===== config.mk =====
export PLATFORM = sky130hd
export DESIGN_NAME = div_5
export DESIGN_NICKNAME = d
export VERILOG_FILES = /design/src/rtl/div_5.sv
export SDC_FILE = /design/constraint.sdc
export NUM_CORES = 1
export LEC_CHECK = 0
export BUFFER_PORTS_ARGS = -buffer_cell sky130_fd_sc_hd__buf_2
export CELL_PAD_IN_SITES_DETAIL_PLACEMENT = 0
export CELL_PAD_IN_SITES_GLOBAL_PLACEMENT = 1
export CORE_MARGIN = 2
export CORE_UTILIZATION = 25
export CTS_CLUSTER_SIZE = 20
export DETAILED_ROUTE_END_ITERATION = 6
export PLACE_DENSITY_LB_ADDON = 0.3
export SKIP_LAST_GASP = 1
export SYNTH_ARGS = -nofsm -noshare
export SYNTH_HDL_FRONTEND = slang
export SYNTH_SLANG_ARGS = --single-unit

===== constraint.sdc =====
create_clock -name Clk -period 1.6 [get_ports Clk]
set_clock_uncertainty 0.2 [all_clocks]
set_input_delay 0.24 -clock Clk [delete_from_list [all_inputs] [get_ports Clk]]
set_output_delay 0.24 -clock Clk [all_outputs]
set_load 0.05 [all_outputs]

===== src/rtl/div_5.sv =====
`timescale 1ns/1ps
`default_nettype none
// ============================================================================
//  Module   : div_5
//  Purpose  : Divide-by-5 clock generator with 50% duty output. Two modulo-5
//             counters, one on each Clk edge, each produce a 2-of-5 phase.
//             ORing the rising-edge phase with the half-period-late
//             falling-edge phase gives a 2.5-period-high, 2.5-period-low
//             clock.
//  Ports    : Clk      in   system clock (both edges used)
//             rst_n    in   asynchronous active-low reset
//             clk_div  out  Clk/5, 50% duty (clk_pose | clk_nege)
//             clk_pose out  rising-edge phase, high 2 of 5 periods
//             clk_nege out  falling-edge phase, clk_pose lagged half a period
//             coutpose out  rising-edge modulo-5 count
//             coutnege out  falling-edge modulo-5 count
//  Options  : DIV_5_RST_SYNC_EN - when defined, rst_n de-assertion is
//             synchronised by two flops in each edge domain; assertion
//             stays asynchronous.
//  Revision : 1.0  initial release
// ============================================================================
module div_5 (
   input  logic       Clk,
   input  logic       rst_n,
   output logic       clk_div,
   output logic       clk_pose,
   output logic       clk_nege,
   output logic [2:0] coutpose,
   output logic [2:0] coutnege
);

   localparam logic [2:0] C_CNT_LAST = 3'd4;
   localparam logic [2:0] C_CNT_ZERO = 3'd0;

   // Per-domain resets (active low)
   logic rst_pose_n;
   logic rst_nege_n;

`ifdef DIV_5_RST_SYNC_EN
   logic [1:0] sync_pose_q;
   logic [1:0] sync_nege_q;

   always_ff @(posedge Clk or negedge rst_n) begin
      if (!rst_n) begin
         sync_pose_q <= 2'b00;
      end else begin
         sync_pose_q <= {sync_pose_q[0], 1'b1};
      end
   end

   always_ff @(negedge Clk or negedge rst_n) begin
      if (!rst_n) begin
         sync_nege_q <= 2'b00;
      end else begin
         sync_nege_q <= {sync_nege_q[0], 1'b1};
      end
   end

   assign rst_pose_n = sync_pose_q[1];
   assign rst_nege_n = sync_nege_q[1];
`else
   assign rst_pose_n = rst_n;
   assign rst_nege_n = rst_n;
`endif

   // ------------------------------------------------------------------------
   // Rising-edge domain
   // ------------------------------------------------------------------------
   logic [2:0] coutpose_q;
   logic [2:0] coutpose_d;
   logic       clk_pose_q;
   logic       clk_pose_d;
   // Set by the first rising edge out of reset; lets the falling-edge domain
   // start counting only after the rising-edge domain has, which keeps the
   // two counters in lock-step regardless of where reset release falls.
   logic       run_q;

   always_comb begin
      coutpose_d = C_CNT_ZERO;
      clk_pose_d = 1'b0;
      // 4 wraps to 0; illegal 5..7 also recover to 0
      if (coutpose_q < C_CNT_LAST) begin
         coutpose_d = coutpose_q + 3'd1;
      end
      clk_pose_d = (coutpose_q == C_CNT_LAST) || (coutpose_q == C_CNT_ZERO);
   end

   always_ff @(posedge Clk or negedge rst_pose_n) begin
      if (!rst_pose_n) begin
         coutpose_q <= C_CNT_ZERO;
         clk_pose_q <= 1'b0;
         run_q      <= 1'b0;
      end else begin
         coutpose_q <= coutpose_d;
         clk_pose_q <= clk_pose_d;
         run_q      <= 1'b1;
      end
   end

   // ------------------------------------------------------------------------
   // Falling-edge domain
   // ------------------------------------------------------------------------
   logic [2:0] coutnege_q;
   logic [2:0] coutnege_d;
   logic       clk_nege_q;
   logic       clk_nege_d;

   always_comb begin
      coutnege_d = coutnege_q;
      clk_nege_d = clk_nege_q;
      if (run_q) begin
         coutnege_d = C_CNT_ZERO;
         if (coutnege_q < C_CNT_LAST) begin
            coutnege_d = coutnege_q + 3'd1;
         end
         clk_nege_d = (coutnege_q == C_CNT_LAST) || (coutnege_q == C_CNT_ZERO);
      end
   end

   always_ff @(negedge Clk or negedge rst_nege_n) begin
      if (!rst_nege_n) begin
         coutnege_q <= C_CNT_ZERO;
         clk_nege_q <= 1'b0;
      end else begin
         coutnege_q <= coutnege_d;
         clk_nege_q <= clk_nege_d;
      end
   end

   // ------------------------------------------------------------------------
   // Outputs
   // ------------------------------------------------------------------------
   assign coutpose = coutpose_q;
   assign coutnege = coutnege_q;
   assign clk_pose = clk_pose_q;
   assign clk_nege = clk_nege_q;
   assign clk_div  = clk_pose_q | clk_nege_q;

endmodule
`default_nettype wire


* After elaboration in Yosys (flattened, before gate mapping) *
Cells that the tools add are included.

storage, ports and cells
  register bits after elaboration = 9
  bits in latches = 0
  memory bits (writable) = 0
  memory bits (read-only) = 0
  input port bits = 2
  memories = 0

cells by class
  $add $sub $neg = 2
  multipliers = 0
  divide/modulo/power cells = 0
  magnitude comparators = 2
  eq/ne operators = 2
  shifts and indexed selects = 0
  multiplexer cells = 2
  bitwise logic cells = 1
  reduce and logical (&&, ||, !) cells = 4

operator list
  kind                                                            count
  3-bit by 1-bit adder with 3-bit output (second input constant)  2
  3-bit == test (second input constant)                           2
  3-bit zero test                                                 2
  3-bit less-than comparator (second input constant)              2
  3-bit 2-to-1 mux                                                2
  1-bit logical OR                                                2
  1-bit OR                                                        1

* Longest topological paths before layout *
  word-level depth = 2
  depth in mapped cells = 4
  mapped depth without buffers = 4

==> impl_metrics.csv <==
group,metric,value,unit
pwr,p_sw,0.365,mW
synthesis,synth-async-reset-ratio,1.00,
worst_setup_path,critPathMaxFanout,2,
detailed_routing,drt-pass1-iter-count,3,
synthesis,yosysTopAreaCellShare,0.333,
clock_tree,cts_tree,"built",
timing,setup_viol,9,
layout,syn2layout_area_growth,54.0,%
timing,slew_violations,0,
die,die-area,0.00183,mm²
synthesis,yosysWarnings,0,
place,gp_congestion,0.733,
worst_setup_path,crit_chain,"or2_4, buf_6",
worst_setup_path,cpPeakStageDelay,0.34,ns
layout,nNetsFinal,57,
timing,rsz0062_at_grt,"true",
detailed_routing,drt-total-wl,655,µm
worst_setup_path,cp-start-kind,"register",
clock_tree,clkTransAtPathRegs,0.06,ns
detailed_routing,drc,0,
pwr,p_leak,0.305,nW
synthesis,synth_nets,36,
die,core_area,0.00135,mm²
pwr,p_int,0.583,mW
clock_tree,htree_levels,1,
synthesis,synth_area_leaders,"dfrtp_1 (33%), dfrtn_1 (27%), ha_1 (13%)",
timing,fin_ws,-0.614,ns
min_path,holdCritPathClass,"input pin to async pin",
timing,whs,0.169,ns
die,dieHeight,42.8,µm
place,portBuffers,10,
die,die_w,42.8,µm
outcome,failed_checks,"setup timing",
clock_tree,clock_path_buffers,2,
detailed_routing,ant_nets,0,
detailed_routing,routedWlPerCell,10.1,µm
synthesis,postSynthAreaPerCell,12.5,µm²
worst_setup_path,cp_top_family,"flip-flops",
synthesis,ys_ff_latch,9,
pwr,clockPowerShare,0.177,
clock_tree,numCtsBuffers,3,
layout,fillers,139,
outcome,status,"complete, but fails checks",
die,num_io_pins,11,
detailed_routing,num_vias,268,
pwr,p_seq_frac,0.308,
layout,drive_gt1_frac,0.460,
global_routing,grtUsageTotal,0.0970,
worst_setup_path,cp_data_required_time,1.16,ns
global_routing,first_global_vias,313,
global_routing,grt_overflow_total,0,
detailed_routing,drt-initial-drc-count,3,
worst_setup_path,critPathArrivalTime,1.77,ns
synthesis,synth-seq-area-share,0.600,
pwr,switching_share,0.385,
layout,n_antenna_cell,0,
global_routing,grtUsageMet3,0.0511,
pwr,power.density,1640,mW/mm²
pwr,comb_power_share,0.515,
pwr,finalPower,0.948,mW
worst_setup_path,worstSetupPathType,"register to output pin",
global_routing,top_usage_layer,"met2",
synthesis,synth.largest_area_cell,"dfrtp_1",
synthesis,synth_cell_types,14,
die,start_util,0.278,
global_routing,grt_max_degree,10,
worst_setup_path,critical_path.slowest_cell,"dfrtn_1",
timing,hold_viol,0,
global_routing,met1_usage,0.0739,
global_routing,grt_pass1_wl,1.20,mm
clock_tree,cts.sinks,9,
pwr,ir_drop,0.464,mV
synthesis,synth_top_flop_cell,"dfrtp_1",
die,num_rows,13,
timing,fin_tns_setup,-3.52,ns
synthesis,synth_edf_count,0,
run,drv_cap,0,
global_routing,grt_use_met2,0.167,
detailed_routing,drt-vias-per-instance,4.12,
synthesis,syn_area,375,µm²
clock_tree,clock-root-buffer,"clkbuf_4",
clock_tree,insertion_delay,0.26,ns
global_routing,antenna_found_initial,0,
worst_setup_path,worst-path-buf-inv,1,
place,hpwl,526,µm
synthesis,syn_inst,30,
worst_setup_path,end_kind,"output pin",
synthesis,synth_common_cells,"dfrtp_1 (5), inv_1 (5), dfrtn_1 (4), ha_1 (4)",
==> path summary, 6_finish.rpt <==
path                                           endpoint  slack, ns  cells after the start                   from
worst max-delay path                            clk_div      -0.61                      2   clk_nege$_DFFE_NN0P_
max in group asynchronous       coutnege[2]$_DFFE_NN0P_       0.14                      2                  rst_n
worst min-delay path                 clk_pose$_DFF_PN0_       0.17                      2                  rst_n
worst max register to register     clk_nege$_DFFE_NN0P_      -0.25                      1        run_q$_DFF_PN0_
worst min register to register    coutpose[1]$_DFF_PN0_       0.27                      1  coutpose[2]$_DFF_PN0_
min in group Clk                  coutpose[1]$_DFF_PN0_       0.27                      1  coutpose[2]$_DFF_PN0_
==> registers in the layout (all words and copies together), names as in the netlist <==
| register | flops |
|---|---|
| run_q | 1 |
| clk_nege | 1 |
| coutpose | 3 |
| clk_pose | 1 |
| coutnege | 3 |
==> cell usage in the layout, fill, tap and decap left out <==
cell type      count
clkbuf_1           1
mux2i_1            1
nand2b_4           2
nor2_1             1
conb_1             1
ha_1               4
mux2_4             1
buf_8              1
dfrtp_1            5
buf_2              5
or2_4              1
buf_6              5
clkbuf_4           3
dlygate4sd3_1      1
inv_1              5
o21ai_2            1
nand3b_1           1
dfrtn_1            4
nor2b_1            2
o21ai_1            1
buf_4              4
==> layout make-up <==
class,instances,area [µm²],share of cell area
clock buffers,4,26.3,0.0455
repair buffers,16,136,0.236
multi-input cells,16,153,0.264
flip-flops and latches,9,225,0.390
well taps,15,18.8,0.0325
inverters,5,18.8,0.0325
==> repair_timing <==
| action | in CTS | in global routing |
|---|---|---|
| hold buffers | 1 | 0 |
| setup buffers | 1 | 0 |
| gates resized for setup | 13 | 2 |
| setup endpoints to repair | 9 | 9 |
| hold endpoints to repair | 5 | 0 |
==> metal layers <==
metal	up-vias	routed length (µm)
li1	130	-
met1	130	229
met2	6	385
met3	2	30
met4	0	10
met5	-	0
==> power groups by stage <==
stage | logic [mW] | clock network, mW | registers (mW)
after detailed placement | 0.377 | 0 | 0.293
after CTS | 0.481 | 0.179 | 0.293
after floorplan | 0.131 | 0 | 0.429
final | 0.488 | 0.168 | 0.292
after global placement | 0.371 | 0 | 0.290
after global routing | 0.516 | 0.197 | 0.297
==> metrics by stage <==
stage	setup WS [ns]	instance area (µm²)	std cells	util
floorplan	-0.625	378	30	-
global placement	-0.392	477	59	0.353
detailed placement	-0.399	477	59	0.353
CTS	-0.624	567	65	0.420
global route	-0.649	578	65	0.428
finish	-0.614	578	65	0.428
==> cells by family after synthesis <==
family | synth area share
adder cells (fa/ha/maj) | 0.133
AND/OR/NAND/NOR | 0.113
flip-flops | 0.600
buffers and inverters | 0.0500
other | 0.00999
multiplexers | 0.0667
AO/OA/AOI/OAI | 0.0266
No activity file was read; power rests on OpenSTA's default activity.
